`src/rtl/mips_isa_pkg.sv`:
```
// Shared MIPS ISA constants for the control decoder and the program loader:
// opcodes, R-type function codes, the loader's request-kind encoding and field packers.
package mips_isa_pkg;

    localparam logic [5:0] OP_RTYPE = 6'h00;
    localparam logic [5:0] OP_LW    = 6'h23;
    localparam logic [5:0] OP_SW    = 6'h2B;
    localparam logic [5:0] OP_BEQ   = 6'h04;

    localparam logic [5:0] FUNC_ADD = 6'h20;
    localparam logic [5:0] FUNC_SUB = 6'h22;
    localparam logic [5:0] FUNC_AND = 6'h24;
    localparam logic [5:0] FUNC_OR  = 6'h25;

    typedef enum logic [2:0] {
        KIND_ADD     = 3'd0,
        KIND_SUB     = 3'd1,
        KIND_AND     = 3'd2,
        KIND_OR      = 3'd3,
        KIND_LW      = 3'd4,
        KIND_SW      = 3'd5,
        KIND_BEQ     = 3'd6,
        KIND_INVALID = 3'd7
    } kind_t;

    function automatic logic [31:0] pack_rtype(input logic [4:0] rs, input logic [4:0] rt,
                                               input logic [4:0] rd, input logic [5:0] func);
        return {OP_RTYPE, rs, rt, rd, 5'd0, func};
    endfunction

    function automatic logic [31:0] pack_itype(input logic [5:0] op, input logic [4:0] rs,
                                               input logic [4:0] rt, input logic [15:0] imm);
        return {op, rs, rt, imm};
    endfunction

endpackage

```
`src/rtl/mips_instr_pack.sv`:
```
// Combinational instruction packer: turns one symbolic request into a 32-bit MIPS
// word. BEQ targets are absolute word addresses, converted relative to pointer+1.
module mips_instr_pack
    import mips_isa_pkg::*;
#(
    parameter int ADDR_W = 8
) (
    input  logic [2:0]        kind,
    input  logic [4:0]        rs,
    input  logic [4:0]        rt,
    input  logic [4:0]        rd,
    input  logic [15:0]       imm,
    input  logic [ADDR_W-1:0] pointer,
    output logic [31:0]       word,
    output logic              valid_kind
);

    localparam logic [15:0] ADDR_MASK = 16'((32'd1 << ADDR_W) - 32'd1);

    logic [15:0] target;
    logic [15:0] next_pc;
    logic [15:0] beq_offset;

    // Offset wraps mod 2^16; out-of-range targets are deliberately not flagged.
    assign target     = imm & ADDR_MASK;
    assign next_pc    = 16'(pointer) + 16'd1;
    assign beq_offset = target - next_pc;

    always_comb begin
        // NOTE: every output gets a default before the case so no path leaves it unassigned; otherwise a latch is inferred.
        word       = '0;
        valid_kind = 1'b1;
        case (kind_t'(kind))
            KIND_ADD: word = pack_rtype(rs, rt, rd, FUNC_ADD);
            KIND_SUB: word = pack_rtype(rs, rt, rd, FUNC_SUB);
            KIND_AND: word = pack_rtype(rs, rt, rd, FUNC_AND);
            KIND_OR:  word = pack_rtype(rs, rt, rd, FUNC_OR);
            KIND_LW:  word = pack_itype(OP_LW, rs, rt, imm);
            KIND_SW:  word = pack_itype(OP_SW, rs, rt, imm);
            KIND_BEQ: word = pack_itype(OP_BEQ, rs, rt, beq_offset);
            default:  valid_kind = 1'b0;
        endcase
    end

endmodule

```
`src/rtl/mips_instr_encoder.sv`:
```
// Program loader: accepts symbolic instruction requests, packs them into MIPS words
// and writes them sequentially into instruction memory with back-pressure.
module mips_instr_encoder
    import mips_isa_pkg::*;
#(
    parameter int                ADDR_W    = 8,
    parameter logic [ADDR_W-1:0] BASE_ADDR = '0
) (
    input  logic              clk,
    input  logic              rst,
    input  logic              start,
    input  logic              in_valid,
    output logic              in_ready,
    input  logic [2:0]        in_kind,
    input  logic [4:0]        in_rs,
    input  logic [4:0]        in_rt,
    input  logic [4:0]        in_rd,
    input  logic [15:0]       in_imm,
    output logic              mem_we,
    output logic [ADDR_W-1:0] mem_addr,
    output logic [31:0]       mem_wdata,
    input  logic              mem_ready,
    output logic [ADDR_W:0]   instr_count,
    output logic              err,
    output logic              full
);

    typedef enum logic [1:0] {
        ST_IDLE,
        ST_ACCEPT,
        ST_WRITE,
        ST_FULL
    } state_t;

    localparam logic [ADDR_W-1:0] PTR_ONE = 1;
    localparam logic [ADDR_W:0]   CNT_ONE = 1;

    state_t            state;
    state_t            next_state;
    logic [ADDR_W-1:0] pointer;
    logic [31:0]       packed_word;
    logic              valid_kind;
    logic              accept;
    logic              reject;
    logic              commit;

    mips_instr_pack #(
        .ADDR_W (ADDR_W)
    ) u_pack (
        .kind       (in_kind),
        .rs         (in_rs),
        .rt         (in_rt),
        .rd         (in_rd),
        .imm        (in_imm),
        .pointer    (pointer),
        .word       (packed_word),
        .valid_kind (valid_kind)
    );

    // Ready drops while start/rst are asserted so a restart never silently swallows a request.
    assign in_ready = (state == ST_ACCEPT) && !start && !rst;
    assign accept   = in_ready && in_valid && valid_kind;
    assign reject   = in_ready && in_valid && !valid_kind;
    assign commit   = (state == ST_WRITE) && mem_ready;
    assign mem_we   = (state == ST_WRITE);
    assign full     = (state == ST_FULL);

    always_ff @(posedge clk) begin
        // NOTE: clocked state uses non-blocking assignments so every register samples pre-edge values.
        if (rst) begin
            state <= ST_IDLE;
        end else begin
            state <= next_state;
        end
    end

    always_comb begin
        next_state = state;
        if (start) begin
            next_state = ST_ACCEPT;
        end else begin
            case (state)
                ST_ACCEPT: if (accept) next_state = ST_WRITE;
                ST_WRITE: begin
                    if (mem_ready) begin
                        next_state = (mem_addr == '1) ? ST_FULL : ST_ACCEPT;
                    end
                end
                ST_IDLE, ST_FULL: next_state = state;
                default: next_state = ST_IDLE;
            endcase
        end
    end

    // mem_addr keeps the last written address after commit; pointer is the next one.
    always_ff @(posedge clk) begin
        if (rst) begin
            pointer     <= BASE_ADDR;
            instr_count <= '0;
            err         <= 1'b0;
            mem_addr    <= BASE_ADDR;
            mem_wdata   <= '0;
        end else if (start) begin
            pointer     <= BASE_ADDR;
            instr_count <= '0;
            err         <= 1'b0;
            mem_addr    <= BASE_ADDR;
        end else begin
            if (accept) begin
                mem_addr  <= pointer;
                mem_wdata <= packed_word;
            end
            if (reject) begin
                err <= 1'b1;
            end
            if (commit) begin
                pointer     <= pointer + PTR_ONE;
                instr_count <= instr_count + CNT_ONE;
            end
        end
    end

endmodule

```
`config.mk`:
```
export PLATFORM = sky130hd
export DESIGN_NAME = mips_instr_encoder
export DESIGN_NICKNAME = d
export VERILOG_FILES = /design/src/rtl/mips_isa_pkg.sv /design/src/rtl/mips_instr_pack.sv /design/src/rtl/mips_instr_encoder.sv
export SDC_FILE = /design/constraint.sdc
export NUM_CORES = 1
export LEC_CHECK = 0
export BUFFER_PORTS_ARGS = -buffer_cell sky130_fd_sc_hd__buf_2
export CAP_MARGIN = 20
export CORE_AREA = 2 2 77 79
export CTS_CLUSTER_DIAMETER = 80
export DETAILED_ROUTE_END_ITERATION = 10
export DIE_AREA = 0 0 79 81
export GPL_TIMING_DRIVEN = 0
export PLACE_DENSITY = 0.87
export SKIP_LAST_GASP = 1
export SYNTH_ARGS = -nofsm -noshare
export SYNTH_HDL_FRONTEND = slang
export SYNTH_SLANG_ARGS = --single-unit
```
`constraint.sdc`:
```
create_clock -name clk -period 5.55 [get_ports clk]
set_input_delay 0.2775 -clock clk [delete_from_list [all_inputs] [get_ports clk]]
set_output_delay 0.2775 -clock clk [all_outputs]
set_load 0.005 [all_outputs]
```
==> results of run 1 <==
==> cell usage in the layout (no fill, tap or decap), types with 7 or more instances in the layout <==
| master | n |
|---|---|
| ha_1 | 8 |
| nand2_1 | 64 |
| o21ai_0 | 18 |
| clkbuf_8 | 12 |
| a21oi_1 | 40 |
| clkbuf_1 | 11 |
| xor2_1 | 8 |
| nor2_1 | 34 |
| buf_2 | 89 |
| inv_1 | 12 |
| nor3_1 | 8 |
| a211oi_1 | 8 |
| buf_1 | 7 |
| xnor2_1 | 15 |
| dfxtp_1 | 57 |
==> layer usage <==
metal  GRT usage (%)  share of wire (%)
met2            43.1                 47
met1            28.7                 43
met5               0                  0
met3            4.67                7.3
met4            8.97                1.9
==> cells by family after synthesis <==
group | Yosys count | share of synthesized area [%]
buf+inv | 35 | 5.00
fa+ha+maj | 13 | 5.59
mux | 2 | 0.678
xor+xnor | 25 | 7.92
compound gates | 94 | 19.8
other cells | 1 | 0.127
flops | 57 | 38.6
simple gates | 144 | 22.2
==> metrics by stage <==
step	hold WS [ps]	std cells	total power, mW
final	182	549	0.860
after global routing	187	549	0.895
after CTS	172	549	0.866
after detailed placement	446	534	0.511
after global placement	440	534	0.508
after floorplan	398	371	0.476
==> critical path: stages, from the launching register on <==
cell	delay [ps]
dfxtp_1	450
ha_1	320
fa_1	440
inv_1	70
maj3_2	170
maj3_2	210
o221ai_2	110
and2_4	180
maj3_2	310
o31a_1	300
==> power groups by stage <==
stage                     registers, mW  logic, mW  clock network [mW]
after detailed placement          0.427     0.0843                   0
after CTS                         0.418     0.0851               0.363
after floorplan                   0.427     0.0490                   0
after global routing              0.418     0.0943               0.383
after global placement            0.427     0.0814                   0
final                             0.418     0.0857               0.357
==> state kept, by name (all words and copies together) (netlist names) <==
| name | count |
|---|---|
| mem_wdata | 29 |
| instr_count | 9 |
| mem_addr | 8 |
| pointer | 8 |
| state | 2 |
| err | 1 |
==> area by class of cell <==
type / count / area, um^2 / area share [%]
Buffer: 22 / 98.8 / 2.69
Clock buffer: 13 / 169 / 4.60
Clock inverter: 2 / 12.5 / 0.341
Inverter: 13 / 48.8 / 1.33
Multi-Input combinational cell: 279 / 1670 / 45.4
Sequential cell: 57 / 1140 / 31.1
Tap cell: 75 / 93.8 / 2.56
Timing Repair Buffer: 88 / 440 / 12.0
==> how the worst min path moves through the flow <==
| stage | start | end | slack, ps |
|---|---|---|---|
| finish | in_rs[2] | mem_wdata[23] | 180 |
| global route | start | state[0] | 190 |
| CTS | in_rt[3] | mem_wdata[19] | 170 |
| detailed placement | mem_wdata[25] | mem_wdata[25] | 450 |
| global placement | mem_wdata[18] | mem_wdata[18] | 440 |
| floorplan | start | state[0] | 400 |
==> out/results.ini, run 1 <==
[cells_and_area]
nNetsFinal=518
n_fill_cell=505
num_antenna_cells=0
drive_above_1_share_pct=26.4
postLayoutCellArea_um2=3670
post-route-util_pct=64.7
area_growth_pct=24.2

[timing]
tightest_slew_ps=638
max_freq_mhz=377
hold_viol=0
fin_tns_setup_ps=0
setup_viol=0
fin_crit_sh_pct=47.8
finalWorstSetupSlack_ps=2900
rsz0062_at_grt=no
skew_ps=7.70
max-slew-margin-rel_pct=57.2
slew_violations=0
period_minus_slack_ps=2650

[place]
place_congestion=0.856
pre_cts_slack_ps=2920
dp_hpwl_um=5760
portBuffers=88
place_area_um2=3490

[synthesis]
yosysMostFrequentCell=nand2_1
synthTopCellsByArea=dfxtp_1 (39%), nand2_1 (8.1%), a21oi_1 (6.8%)
synth_warnings=0
synthDominantCellAreaShare_pct=38.6
synth_top_cell_by_area=dfxtp_1
ys_ff_latch=57
ys_seq_area_share_pct=38.6
synth_edf_count=0
synth_common_cells=nand2_1 (64), dfxtp_1 (57), a21oi_1 (40), nor2_1 (34), o21ai_0 (18)
async_flop_share_pct=0
synth_ff_type=dfxtp_1
synth.distinct_cells=52
synth_cells=371
syn-cell-area_um2=2950
syn_nets=419
postSynthAreaPerCell_um2=7.96

[route]
wl_per_cell_um=14.1
vias=3016
firstDrtPassIters=5
drt-total-wl_um=7720
vias_per_cell=5.49
drc=0
drtIter0Drc=192
route.antenna.remaining_nets=0

[hold_path]
min_path_type=in -> reg
whs_path_depth=3

[clock_tree]
clock_latency_ps=340
cts.sinks=57
htree_levels=3
clkSlewWorstSetupHoldPaths_ps=70
ctsHoldBuffers=0
cts_buffers=9
cts_root_buf=clkbuf_8
cts_tree=done
ctsResizeCount=0
ctsLongestPathBuffers=2
post-cts-setup-buffers=0

[die]
start_util_pct=52.1
die_area_um2=6400
coreArea_um2=5680
ioPinCount=92
num_rows=28
die_w_um=79
die_h_um=81

[grt]
overflow=0
antenna_found_initial=0
grt.total_usage_pct=24.1
grt_pass1_wl_um=12100
grt_max_degree=11
grt_pass1_vias=2696

[pwr]
sw_frac_of_total_pct=25.0
p_int_uw=645
power.density_nw_per_um2=234
clkPwrFrac_pct=41.4
power_switching_uw=216
comb_power_share_pct=10.0
p_seq_share_pct=48.6
p_leak_nw=1.51
peakVddDrop_v=0.000177

[worst_setup_path]
r2r-end=mem_wdata[12]
crit_path_end=mem_wdata[12]
regToRegSetupSlack_ps=2900
crit_required_ps=5780
end_kind=flip-flop
reg2reg_depth=9
startpoint=pointer[0]
arrival_ps=2880
startpoint_type=flip-flop
crit_type=reg -> reg
r2r-start=pointer[0]
cp_max_fo=6

[job]
drv_cap=0

[status]
status=complete, no violations

Note: power is estimated with default switching activity, not from simulation.
==> run 2, diff against run 1 <==
--- a/config.mk
+++ b/config.mk
@@ -5,14 +5,15 @@
 export SDC_FILE = /design/constraint.sdc
 export NUM_CORES = 1
 export LEC_CHECK = 0
+export ABC_AREA = 1
 export BUFFER_PORTS_ARGS = -buffer_cell sky130_fd_sc_hd__buf_2
 export CAP_MARGIN = 20
-export CORE_AREA = 2 2 77 79
+export CORE_AREA = 2 2 85 87
 export CTS_CLUSTER_DIAMETER = 80
 export DETAILED_ROUTE_END_ITERATION = 10
-export DIE_AREA = 0 0 79 81
+export DIE_AREA = 0 0 87 89
 export GPL_TIMING_DRIVEN = 0
-export PLACE_DENSITY = 0.87
+export PLACE_DENSITY = 0.79
 export SKIP_LAST_GASP = 1
 export SYNTH_ARGS = -nofsm -noshare
 export SYNTH_HDL_FRONTEND = slang
==> constraint.sdc (replaced) <==
create_clock -name clk -period 2.3 [get_ports clk]
set_input_delay 0.115 -clock clk [delete_from_list [all_inputs] [get_ports clk]]
set_output_delay 0.115 -clock clk [all_outputs]
set_load 0.005 [all_outputs]
==> run 2 against run 1 <==
Wire length rose by 11%. The run now ends with hold timing left. Total power rose to 2.9 times the previous value. Sequential power rose by 140%. Largest power group is now the clock network. Critical endpoint is now mem_wdata[11]. Clock-buffer cell count fell by 4.
==> out/results.ini, run 2 <==
[status]
status=finished, violations left
violations=hold timing

[worst_setup_path]
startpoint_type=flip-flop
crit_chain=nand2_2, nor2_4, nand3_2, nor2_1, xor2_1, ha_1, inv_1, nor2_1, nand3_1, nand3_2, a21oi_1
crit_path_end=mem_wdata[11]
end_kind=flip-flop
reg2reg_depth=11
r2r-end=mem_wdata[11]
arrival_ps=2370
cp_max_fo=6
crit_type=reg -> reg
max_stage_delay_ps=390
startpoint=pointer[2]
r2r-start=pointer[2]
regToRegSetupSlack_ps=200
crit_required_ps=2580
cpMaxStageDelayCell=dfxtp_2

[cells_and_area]
area_growth_pct=26.9
top_register=mem_wdata
nNetsFinal=571
final_common_cell=buf_2
largest_reg_flops=29
largestRegisters=mem_wdata: 29 flops, instr_count: 9 flops
drive_above_1_share_pct=33.0
post-route-util_pct=58.5
num_antenna_cells=0
final_cell_mix=buf_2 (93), dfxtp_1 (53), inv_1 (48), nand2_1 (48), o21ai_0 (45)

[pwr]
power.density_nw_per_um2=632
p_leak_nw=1.92
sw_frac_of_total_pct=25.6
p_int_mw=1.85
power_switching_uw=635
p_seq_share_pct=41.3
power_mw=2.48
peakVddDrop_v=0.000384
comb_power_share_pct=10.8
clkPwrFrac_pct=48.0

[synthesis]
synth_ff_type=dfxtp_1
synth_edf_count=0
async_flop_share_pct=0
synthDominantCellAreaShare_pct=36.8
postSynthAreaPerCell_um2=7.36
synth_common_cells=dfxtp_1 (57), inv_1 (49), nand2_1 (48), o21ai_0 (45), nor2_1 (43)
synthTopCellsByArea=dfxtp_1 (37%), o21ai_0 (7.3%), a21oi_1 (6.3%)
synth.distinct_cells=38
syn_nets=469
yosysMostFrequentCell=dfxtp_1
syn-cell-area_um2=3100
synth_cells=421
synth_top_cell_by_area=dfxtp_1
ys_ff_latch=57
synth_warnings=0
ys_seq_area_share_pct=36.8

[timing]
max_freq_mhz=477
rsz0062_at_grt=no
max-slew-margin-rel_pct=64.7
setup_viol=0
slew_violations=0
tightest_slew_ps=529
fin_tns_setup_ps=0
fin_crit_sh_pct=91.1
whs_ps=-0.287
period_minus_slack_ps=2100
hold_viol=1
skew_ps=9.23

[place]
dp_hpwl_um=6520
place_congestion=0.919
portBuffers=90

[route]
drt-total-wl_um=8590
wl_met1_um=3710
route.antenna.remaining_nets=0
drtIter0Drc=231
drc=0
vias=3232
vias_per_cell=5.32
wl_per_cell_um=14.1
dr_wl_met3_um=694
highest_layer=met4
firstDrtPassIters=5
wl_met2_um=4010

[die]
coreArea_um2=6720
start_util_pct=46.1
die_area_um2=7740
die_w_um=87
ioPinCount=92
num_rows=30
die_h_um=89

[clock_tree]
ctsLongestPathBuffers=2
cts_buffers=9
cts_tree=done
cts.sinks=57
clock_latency_ps=340
cts_root_buf=clkbuf_8
clkSlewWorstSetupHoldPaths_ps=80
htree_levels=3

[job]
drv_cap=0

[grt]
overflow=0
antenna_found_initial=0
grt_max_degree=13
grt_pass1_wl_um=13600
grt_pass1_vias=2922
grt.total_usage_pct=22.5

[hold_path]
min_path_type=in -> reg

[run 2: cell types whose count changed after synthesis, sizes merged, moves of 8 or more]
cell / previous run / this run
xnor2: 16 / 0
nand3: 8 / 33
o21ai: 18 / 45
inv: 12 / 55
nor2: 35 / 50
xor2: 9 / 1
[run 2: layout make-up]
| cell class | instances | area, um^2 |
|---|---|---|
| Buffer | 17 | 118 |
| Tap cell | 80 | 100 |
| Timing Repair Buffer | 91 | 460 |
| Multi-Input combinational cell | 292 | 1650 |
| Fill cell | 626 | 2790 |
| Clock inverter | 7 | 125 |
| Clock buffer | 9 | 124 |
| Inverter | 55 | 206 |
| Sequential cell | 57 | 1150 |
[run 2: worst min path at each step]
stage / from / cells past startpoint / slack, ps / to
after floorplan: rst / 1 / 180 / mem_wdata[7]
after global placement: in_rt[3] / 3 / 340 / mem_wdata[19]
after detailed placement: in_rt[0] / 3 / 350 / mem_wdata[16]
after CTS: in_rt[1] / 3 / 0.5 / mem_wdata[17]
after global routing: in_rs[1] / 3 / 9 / mem_wdata[22]
final: in_rt[1] / 3 / -0.3 / mem_wdata[17]
[run 2: stage by stage]
step / area (um^2) / setup WS [ps] / std cells
after floorplan: 3100 / 398 / 421
after global placement: 3650 / 136 / 591
after detailed placement: 3650 / 146 / 591
after CTS: 3910 / 114 / 608
after global routing: 3930 / 32.8 / 608
final: 3930 / 205 / 608
[run 2: repair_timing]
item / CTS / global route
buffers inserted: 0 / 0
gates resized for setup: 0 / 7
hold buffers: 1 / 0
endpoints found under the setup margin: 0 / 8
endpoints found under the hold margin: 1 / 0
[run 2: logic make-up (layout without fill, tap and decap cells)]
family	after synthesis	count (layout)	synth area share [%]
AO/OA/AOI/OAI	112	112	20.5
XOR/XNOR	1	1	0.283
buffers and inverters	72	179	10.5
adder cells (fa/ha/maj)	9	9	3.88
other	1	1	0.121
AND/OR/NAND/NOR	169	169	27.9
flip-flops	57	57	36.8
[run 2: critical path, delay by kind of cell, from the launching register on]
family	cells	cell delay, ps
buf+inv	1	130
flops	1	390
compound gates	1	160
fa+ha+maj	1	310
simple gates	7	790
xor+xnor	1	240
[run 2: power by group through the flow]
stage                     combinational, mW  sequential, mW  clock (mW)
after CTS                             0.267            1.02        1.20
final                                 0.267            1.02        1.19
after global routing                  0.299            1.03        1.23
after global placement                0.256            1.04           0
after floorplan                       0.158            1.05           0
after detailed placement              0.263            1.05           0
[run 2: layer usage]
layer  vias up  GRT usage [%]
li1       1614              -
met1      1465           29.2
met2       137           35.8
met3        16           4.99
met4         0           10.1
met5         -              0
